**config.mk**
```make
export PLATFORM = sky130hd
export DESIGN_NAME = serial_add_ctrl
export DESIGN_NICKNAME = d
export VERILOG_FILES = /design/src/rtl/serial_add_ctrl.sv
export SDC_FILE = /design/constraint.sdc
export NUM_CORES = 1
export LEC_CHECK = 0
export ABC_AREA = 1
export BUFFER_PORTS_ARGS = -buffer_cell sky130_fd_sc_hd__buf_2
export CORE_ASPECT_RATIO = 1.2
export CORE_MARGIN = 1
export CORE_UTILIZATION = 45
export CTS_CLUSTER_SIZE = 30
export DETAILED_ROUTE_END_ITERATION = 8
export PLACE_DENSITY_LB_ADDON = 0.12
export SLEW_MARGIN = 20
export SYNTH_ARGS = -nofsm -noshare
export SYNTH_HDL_FRONTEND = slang
export SYNTH_SLANG_ARGS = --single-unit
```
**constraint.sdc**
```tcl
create_clock -name Clk -period 3.2 [get_ports Clk]
set_clock_uncertainty 0.05 [all_clocks]
set_input_delay 0.32 -clock Clk [delete_from_list [all_inputs] [get_ports Clk]]
set_output_delay 0.32 -clock Clk [all_outputs]
set_load 0.01 [all_outputs]
```
**src/rtl/serial_add_ctrl.sv**
```systemverilog
// serial_add_ctrl
//   Sequencing controller for a shift-register serial adder datapath.
//   It accepts an operand pair over InValid/InReady and drives the adder with
//   one AddLoad cycle followed by W AddShift cycles. The LSB-first sum bits
//   are collected into Result, which is offered over OutValid/OutReady.
//
// Parameters
//   W         operand/result width, 2..32
//
// Ports
//   Clk, Rst            clock; synchronous active-high reset
//   InValid/InReady     operand handshake, InA/InB sampled on the accept edge
//   OutValid/OutReady   result handshake, Result/Cout held while OutValid=1
//   AddLoad/AddShift    datapath controls (registered state decodes)
//   AddA/AddB           operands to the datapath, held until the next accept
//   AddSum/AddCarry     datapath sum bit (combinational) and carry flop
//
// Build option
//   SERIAL_ADD_CTRL_COUT_EN  defined: Cout is the final carry out of bit W-1.
//                            undefined: Cout is tied to 0, no carry register.
module serial_add_ctrl #(
  parameter int unsigned W = 4
) (
  input  logic         Clk,
  input  logic         Rst,
  input  logic         InValid,
  output logic         InReady,
  input  logic [W-1:0] InA,
  input  logic [W-1:0] InB,
  output logic         OutValid,
  input  logic         OutReady,
  output logic [W-1:0] Result,
  output logic         Cout,
  output logic         AddLoad,
  output logic         AddShift,
  output logic [W-1:0] AddA,
  output logic [W-1:0] AddB,
  input  logic         AddSum,
  input  logic         AddCarry
);

  localparam int unsigned CW = $clog2(W);
  localparam logic [CW-1:0] CNT_LAST = CW'(W - 1);

  typedef enum logic [1:0] {
    S_IDLE,
    S_LOAD,
    S_SHIFT,
    S_DONE
  } state_t;

  state_t         state_q, state_d;
  logic [CW-1:0]  cnt_q, cnt_d;
  logic [W-1:0]   result_q, result_d;
  logic [W-1:0]   add_a_q, add_a_d;
  logic [W-1:0]   add_b_q, add_b_d;

`ifdef SERIAL_ADD_CTRL_COUT_EN
  logic           cout_q, cout_d;
`else
  logic           unused_carry;
  assign unused_carry = AddCarry;
`endif

  always_comb begin
    state_d  = state_q;
    cnt_d    = cnt_q;
    result_d = result_q;
    add_a_d  = add_a_q;
    add_b_d  = add_b_q;
`ifdef SERIAL_ADD_CTRL_COUT_EN
    cout_d   = cout_q;
`endif
    unique case (state_q)
      S_IDLE: begin
        if (InValid) begin
          add_a_d = InA;
          add_b_d = InB;
          state_d = S_LOAD;
        end
      end
      S_LOAD: begin
        result_d = '0;
        cnt_d    = '0;
`ifdef SERIAL_ADD_CTRL_COUT_EN
        cout_d   = 1'b0;
`endif
        state_d  = S_SHIFT;
      end
      S_SHIFT: begin
        result_d = {AddSum, result_q[W-1:1]};
        cnt_d    = cnt_q + CW'(1);
        if (cnt_q == CNT_LAST) begin
`ifdef SERIAL_ADD_CTRL_COUT_EN
          // AddCarry is still the carry into bit W-1 here; the carry the
          // datapath flop takes on this edge is the majority of that carry and
          // the operand MSBs, which AddA/AddB still hold unshifted.
          cout_d = (add_a_q[W-1] & add_b_q[W-1]) |
                   (AddCarry & (add_a_q[W-1] ^ add_b_q[W-1]));
`endif
          state_d = S_DONE;
        end
      end
      S_DONE: begin
        if (OutReady) begin
          state_d = S_IDLE;
        end
      end
      default: state_d = S_IDLE;
    endcase
  end

  always_ff @(posedge Clk) begin
    if (Rst) begin
      state_q  <= S_IDLE;
      cnt_q    <= '0;
      result_q <= '0;
      add_a_q  <= '0;
      add_b_q  <= '0;
`ifdef SERIAL_ADD_CTRL_COUT_EN
      cout_q   <= 1'b0;
`endif
    end else begin
      state_q  <= state_d;
      cnt_q    <= cnt_d;
      result_q <= result_d;
      add_a_q  <= add_a_d;
      add_b_q  <= add_b_d;
`ifdef SERIAL_ADD_CTRL_COUT_EN
      cout_q   <= cout_d;
`endif
    end
  end

  assign InReady  = (state_q == S_IDLE);
  assign AddLoad  = (state_q == S_LOAD);
  assign AddShift = (state_q == S_SHIFT);
  assign OutValid = (state_q == S_DONE);
  assign Result   = result_q;
  assign AddA     = add_a_q;
  assign AddB     = add_b_q;
`ifdef SERIAL_ADD_CTRL_COUT_EN
  assign Cout     = cout_q;
`else
  assign Cout     = 1'b0;
`endif

endmodule
```
## Yosys cells after proc, flatten, opt, wreduce, memory -nomap -nowiden

Index checks and enable logic that the tools add are counted.

- Logic and storage cells: 23
- Output and inout port bits: 17
- Flip-flop bits (word level): 16

- $add $sub $neg: 1
- Equal/unequal tests: 7
- Reduce and logical (&&, ||, !) cells: 4
- Muxes and demuxes: 6

Operator list:

| cell | number |
|---|---|
| $pmux W2 S4 | 1 |
| $pmux W4 S2 | 1 |
| $eq A2 B2 Y1 const B | 3 |
| $mux W2 | 3 |
| $ne A2 B1 Y1 const B | 2 |
| $pmux W2 S2 | 1 |
| $reduce_and A3 Y1 | 1 |
| $add A2 B1 Y2 const B | 1 |
| $eq A2 B1 Y1 const B | 1 |
| $logic_not A2 Y1 | 1 |
| $ne A2 B2 Y1 const B | 1 |
| $reduce_and A2 Y1 | 1 |
| $reduce_bool A2 Y1 | 1 |

## Longest topological paths before layout

Gate-level depths: netlist of run 1.

- Word-level depth: 3
- Mapped depth: 7
- Depth with buffers taken out: 7

## Least setup slack after synthesis of run 1

No wires, ideal clock.

- Path kind: register to register
- Start: reg state_q[0]
- End: reg state_q[0]
- Path buffers: 0
- Clock period less this slack: 1.231 ns
- Stages on the path, launching flop included: 6
- Setup slack: 1.969 ns
- Arrival: 1.068 ns
- Setup time: 0.113 ns
- Data required time: 3.037 ns
- Path through: dfxtp_1 inv_1 ha_1 or2_1 nor2_1 nor2_1

- Word-level cells in the longest chain between the ends: 3

Ends and longest elaborated chain:

| what | line | source |
|---|---|---|
| start, declared | 52 | `state_t state_q, state_d;` |
| start signal, assigned | 124 | `state_q <= state_d;` |
| $eq A2 B2 Y1 * | n/a |  |
| net AddShift | 35 | `output logic AddShift,` |
| $ne A2 B1 Y1 (no line) | n/a |  |
| $reduce_and A3 Y1 (no line) | n/a |  |

Mark *: on every way through the listed nets, which the timed path passes. The rest lies on a longest branch.
A chain may end at the register's enable or synchronous reset.

## Worst setup path in the final report of run 1

- Start: reg state_q[0]
- End: out AddShift

- Word-level cells in the longest chain between the ends: 1

Ends and longest elaborated chain:

| what | line | source |
|---|---|---|
| $eq A2 B2 Y1 | 137 | `assign AddShift = (state_q == S_SHIFT);` |
| end, declared | 35 |  |

No other way between the ends.

==> results of run 1 <==
-- Yosys cell counts --
cell type / count
nand2_2: 2
buf_4: 1
nand3_1: 2
dfxtp_1: 16
inv_1: 13
buf_6: 1
or2_1: 1
conb_1: 1
nand2_1: 9
ha_1: 6
nor2_1: 23
o21ai_0: 8
a211oi_1: 1
o22ai_1: 3
a21oi_1: 3
inv_2: 2
nand3_2: 1
-- layout make-up --
cell class              count  area, um2  area share (%)
multi-input cells          60        319            36.3
clock buffers               3       22.5            2.56
repair buffers             28        140            15.9
well taps                  17       21.3            2.42
flip-flops and latches     16        320            36.4
inverters                  15       56.3            6.40
-- metal layers --
metal | global-route usage, % | part of all wire [%] | up-vias
met5 | 0 | 0 | -
met4 | 10.3 | 0.99 | 0
met3 | 4.90 | 5.1 | 2
met2 | 27.8 | 50 | 19
met1 | 18.4 | 44 | 270
li1 | - | - | 345
-- tightest hold or removal path, delay by kind of cell --
family | cells | cell delay (ns)
AO/OA/AOI/OAI | 1 | 0.07
buffers and inverters | 1 | 0.07
AND/OR/NAND/NOR | 1 | 0.07
-- path summary, 6_finish.rpt --
path / end / slack (ns) / start
hold reg to reg: cnt_q[1] / 0.43 / cnt_q[1]
hold / removal: AddA[2] / 0.23 / InA[2]
setup / recovery: AddShift / 1.62 / state_q[0]
setup reg to reg: Result[1] / 1.80 / state_q[1]
-- power breakdown --
part           internal, W  switching [W]  total (W)
Clock            0.0000436      0.0000594   0.000103
Sequential        0.000243      0.0000241   0.000267
Combinational     0.000106       0.000170   0.000275
-- sequential cells by signal, summed over array words and instances, names as in the netlist --
name,cells
AddA,4
AddB,4
Result,4
cnt_q,2
state_q,2
-- cell families (layout without fill, tap and decap cells) --
group | count (synthesis) | in the layout | synth area share [%]
AO/OA/AOI/OAI | 15 | 15 | 11.4
buffers and inverters | 17 | 46 | 10.5
other | 1 | 1 | 0.525
AND/OR/NAND/NOR | 38 | 38 | 22.2
adder cells (fa/ha/maj) | 6 | 6 | 10.5
flip-flops | 16 | 16 | 44.8
-- per-stage QoR --
stage	hold WS [ns]	utilization, %	instance area (um2)	setup WS (ns)	instances
global placement	0.408	58.5	857	1.84	136
floorplan	0.339	-	714	1.97	93
CTS	0.229	60.1	880	1.59	139
global route	0.235	60.1	880	1.53	139
detailed placement	0.417	58.5	857	1.80	136
finish	0.232	60.1	880	1.62	139
-- cells in the final DEF (no fill, tap or decap), drive strengths merged --
cell	n
o21ai	8
nor2	23
nand2	11
nand3	3
ha	6
a21oi	3
inv	15
a211oi	1
buf	28
dfxtp	16
conb	1
o22ai	3
or2	1
clkbuf	3
==> summary.txt, run 1 <==
Floorplan
  – Die area: ~1800 um2
  – Die width: between 30 and 40 um
  – Die Y: between 40 and 50 um
  – Ports: 31
  – Starting Density: about half
  – Cell row count: 15
  – Core ar.: approximately 1500 um2

Synthesis
  – Top cells by area, synth: dfxtp_1 (45%), nor2_1 (12%), ha_1 (11%)
  – Syn Nets: between 100 and 150
  – Yosys top cell area share: between 40 and 50%
  – Synth Instances: 93
  – Syn avg cell area: about 7.7 um2
  – Seq/Total Area, Yosys: around 45%
  – Netlist cell types: 17
  – Post-Syn Area: roughly 710 um2
  – Synth Register Bits: 16
  – Dominant cell type by area after synthesis: dfxtp_1
  – Synthesis warning total: 0

Setup path
  – WS Path Type: flip-flop to output pin
  – Arr. time, crit path: approximately 1.2 ns
  – Req. time, crit path: around 2.8 ns
  – R2R depth: 6
  – Max incr delay on CP: around 0.33 ns
  – Crit end category: output pin
  – Critical path's slowest cell: dfxtp_1
  – CP Launch Type: flip-flop
  – Levels on crit path: 3
  – Worst path bufs/invs: 2
  – CP Max Fanout: 7
  – Critical path, cell by cell: inv_1 > ha_1 > buf_2
  – Largest delay contributor family on the critical path: flip-flops

Worst hold path
  – Hold path cells: 3
  – Worst Hold Class: primary input to flip-flop

Clock tree
  – Resized Gates After CTS: 0
  – TritonCTS buffer count: 3
  – CTS tree: built
  – Post-CTS setup buffer count: 0
  – H-tree depth: 1
  – CTS Hold Bufs: 0
  – Clock Path Buffers: 2
  – Clock slew at reported path FFs: ~0.090 ns
  – CTS root buf: clkbuf_4
  – Clock Latency Late Sink: approximately 0.28 ns
  – CTS sink cnt: 16

Detailed routing
  – DR iter-0 viols: 3
  – Routed len/inst: between 8 and 9 um
  – DRC viols: 0
  – Number of nets still failing antenna checks after routing: 0
  – Via count: ~640
  – First-pass detailed-route iteration total: 4
  – Total Wirelength: about 1200 um
  – Vias per cell: roughly 4.6

STA
  – Setup_tns: 0 ns
  – Max Clock Freq: 632 MHz
  – Final setup fails: 0
  – Slew Viols, Final: 0
  – RSZ-0062 raised after global routing: false
  – Min Tclk post-route: 1.58 ns
  – Final period util: 49.5%
  – Final hold violation count: 0

Placed design
  – IO Port Bufs: 28
  – Final HPWL DP: 931 um
  – Gp weighted congestion: 0.760

Global route
  – Vias in the first global route: ~500
  – First-pass GRT wire length: just over 2000 um
  – GRT Overall Usage: 16.7%
  – Initial antenna violation count: 0
  – Grt total ovfl: 0
  – Pin count of the biggest net entering global routing: 11

Flow run
  – Max_cap viols: 0

Finish
  – Ant diodes: 0
  – Layout cells sized above 1: between 20% and 30%
  – Nets: between 100 and 150
  – Fillcell total: 144
  – Layout area overhead: 23.1%

Power
  – Leakage: 0.450 nW
  – Final Power: between 0.0006 and 0.0007 W
  – Max IR drop VDD: around 0.44 mV
  – Power Density: 734 nW/um2

Status
  – Outcome: complete, no violations
Power figures use the tool's default switching activity.
==> inputs of run 2 (changes only) <==
CORE_UTILIZATION = 40   (was 45)
clock period = 1.4 ns   (was 3.2 ns; I/O delays follow)
==> run 2 against run 1 <==
  * Die area grew 12%
  * Sequential share of layout area shrank 0.38 points
  * Global-route usage shrank 1.6 points
  * First-iteration DRC count grew to 2.7 times the previous value
  * Routed wire length grew 5.0%
  * Critical path type unchanged
  * Setup slack lost 1.6 ns
  * Flip-flop and latch count is the same
  * Non-clock buffer count grew 1
  * Core utilization shrank 6.2 points
  * Critical path depth is the same
==> summary.txt, run 2 (synthesized netlist as in run 1, its figures left out) <==
Setup path
  – Critical path's slowest cell: dfxtp_2 (was dfxtp_1)
  – Arr. time, crit path: 1.15 ns (was 1.21 ns)
  – Max incr delay on CP: 0.34 ns (was 0.33 ns)
  – Req. time, crit path: 1.21 ns (was 2.83 ns)
  – CP Launch Type: flip-flop (unchanged)
  – Worst path bufs/invs: 2 (unchanged)
  – Crit end category: output pin (unchanged)
  – WS Path Type: flip-flop to output pin (unchanged)
  – Critical path, cell by cell: inv_1 > ha_2 > buf_2 (was inv_1 > ha_1 > buf_2)
  – Largest delay contributor family on the critical path: flip-flops (unchanged)
  – CP Max Fanout: 7 (unchanged)

Clock tree
  – CTS sink cnt: 16 (unchanged)
  – Clock slew at reported path FFs: 0.09 ns (about the same)
  – Clock Path Buffers: 2 (unchanged)
  – Post-CTS setup buffer count: 0 (unchanged)
  – CTS root buf: clkbuf_4 (unchanged)
  – Clock Latency Late Sink: 0.28 ns (about the same)
  – CTS tree: built (unchanged)
  – H-tree depth: 1 (unchanged)
  – TritonCTS buffer count: 3 (unchanged)
  – CTS Hold Bufs: 0 (unchanged)

Placed design
  – Gp weighted congestion: 0.621 (was 0.760)
  – Placed insts: 138 (was 136)
  – Final HPWL DP: 1010 um (was 931 um)
  – IO Port Bufs: 28 (unchanged)

STA
  – Final setup fails: 0 (unchanged)
  – RSZ-0062 raised after global routing: true (was false)
  – Max Clock Freq: 746 MHz
  – Min Tclk post-route: 1.34 ns
  – Final hold violation count: 0 (unchanged)
  – Final period util: 95.8%
  – Slew Viols, Final: 0 (unchanged)

Finish
  – Layout cells sized above 1: 33.3% (was 29.5%)
  – Nets: 145 (was 144)
  – Fin cells: 141 (was 139)
  – Area of the multi-input gates: 324 um2 (was 319 um2)
  – Layout area overhead: 25.4% (was 23.1%)
  – Ant diodes: 0 (unchanged)
  – Fillcell total: 185 (was 144)
  – Reg area: 323 um2 (was 320 um2)
  – Most frequent cells in the layout: buf_2 (28), nor2_1 (23), dfxtp_1 (14) (was buf_2 (28), nor2_1 (23), dfxtp_1 (16))
  – Commonest non-fill, non-tap cell in the layout: buf_2 (unchanged)

Floorplan
  – Core ar.: 1660 um2 (was 1460 um2)
  – Cell row count: 16 (was 15)
  – Ports: 31 (unchanged)
  – Die width: 40.6 um (was 38.4 um)
  – Die Y: 48.3 um (was 45.7 um)
  – Starting Density: 43.0% (was 48.8%)
  – Die area: 1960 um2 (was 1750 um2)

Power
  – Final Power: 0.00150 W (was 0.000646 W)
  – Power Density: 1670 nW/um2 (was 734 nW/um2)
  – Max IR drop VDD: 0.797 mV (was 0.444 mV)
  – Leakage: 0.452 nW (was 0.450 nW)

Status
  – Outcome: complete, no violations (unchanged)

Detailed routing
  – DR iter-0 viols: 8 (was 3)
  – DRC viols: 0 (unchanged)
  – Number of nets still failing antenna checks after routing: 0 (unchanged)
  – Total Wirelength: 1270 um (was 1210 um)
  – Vias per cell: 4.48 (was 4.58)
  – Via count: 631 (was 636)
  – First-pass detailed-route iteration total: 4 (unchanged)
  – Routed len/inst: 9.04 um (was 8.73 um)

Global route
  – GRT Overall Usage: 15.2% (was 16.7%)
  – Pin count of the biggest net entering global routing: 11 (unchanged)
  – Initial antenna violation count: 0 (unchanged)
  – Vias in the first global route: 489 (was 502)
  – Grt total ovfl: 0 (unchanged)
  – First-pass GRT wire length: 1930 um (was 2010 um)

Worst hold path
  – Worst Hold Class: primary input to flip-flop (unchanged)

Flow run
  – Max_cap viols: 0 (unchanged)
==> run 2: changes by cell type in the layout (fill, tap and decap cells not counted) <==
| cell | change |
|---|---|
| ha_2 | +2 |
| buf_4 | +1 |
| ha_1 | -2 |
| dfxtp_1 | -2 |
| dfxtp_2 | +2 |
==> run 2: timing repair <==
action | in CTS | in global routing
pin swaps | 0 | 0
endpoints found under the setup margin | 2 | 11
gates resized for setup | 2 | 2
hold endpoints to repair | 0 | 0
==> run 2: report_power, final <==
group          internal [W]  switching (W)  total [W]  leakage (nW)
Clock             0.0000997       0.000135   0.000234        0.0138
Combinational      0.000264       0.000385   0.000649         0.307
Sequential         0.000561      0.0000557   0.000617         0.132
==> run 2: final timing paths <==
check	startpoint	end	slack (ns)	cells past startpoint
setup / recovery	state_q[0]	AddShift	0.06	3
hold reg to reg	cnt_q[0]	cnt_q[0]	0.43	1
hold / removal	InB[2]	AddB[2]	0.05	3
setup reg to reg	state_q[0]	Result[2]	0.11	6
==> run 2: area by class of cell <==
| type | count | share of cell area, % |
|---|---|---|
| Clock buffer | 3 | 2.51 |
| Inverter | 15 | 6.28 |
| Multi-Input combinational cell | 60 | 36.2 |
| Sequential cell | 16 | 36.0 |
| Tap cell | 18 | 2.51 |
| Timing Repair Buffer | 29 | 16.5 |
==> run 2: stage by stage <==
stage / instance area [um2] / hold WS (ns) / utilization, % / setup WS (ns) / setup TNS (ns)
2_1_floorplan: 714 / 0.159 / - / 0.169 / 0
5_1_grt: 896 / 0.0542 / 53.9 / -0.0390 / -0.0668
3_5_place_dp: 866 / 0.348 / 52.1 / 0.0178 / 0
4_1_cts: 893 / 0.0422 / 53.8 / 0.0222 / 0
6_report: 896 / 0.0544 / 53.9 / 0.0588 / 0
3_3_place_gp: 866 / 0.338 / 52.1 / 0.0368 / 0
==> run 2: layer usage <==
layer / global-route usage [%] / up-vias / share of wire (%)
li1: - / 346 / -
met1: 17.7 / 262 / 46
met2: 24.1 / 21 / 47
met3: 4.11 / 2 / 5.0
met4: 10.0 / 0 / 1.1
met5: 0 / - / 0
==> run 2: worst register-to-register path: cells and delay by family (launching register included) <==
kind            cells  cell delay (ns)
fa+ha+maj           1             0.42
flops               1             0.35
simple gates        2             0.16
buf+inv             2             0.13
compound gates      1             0.11
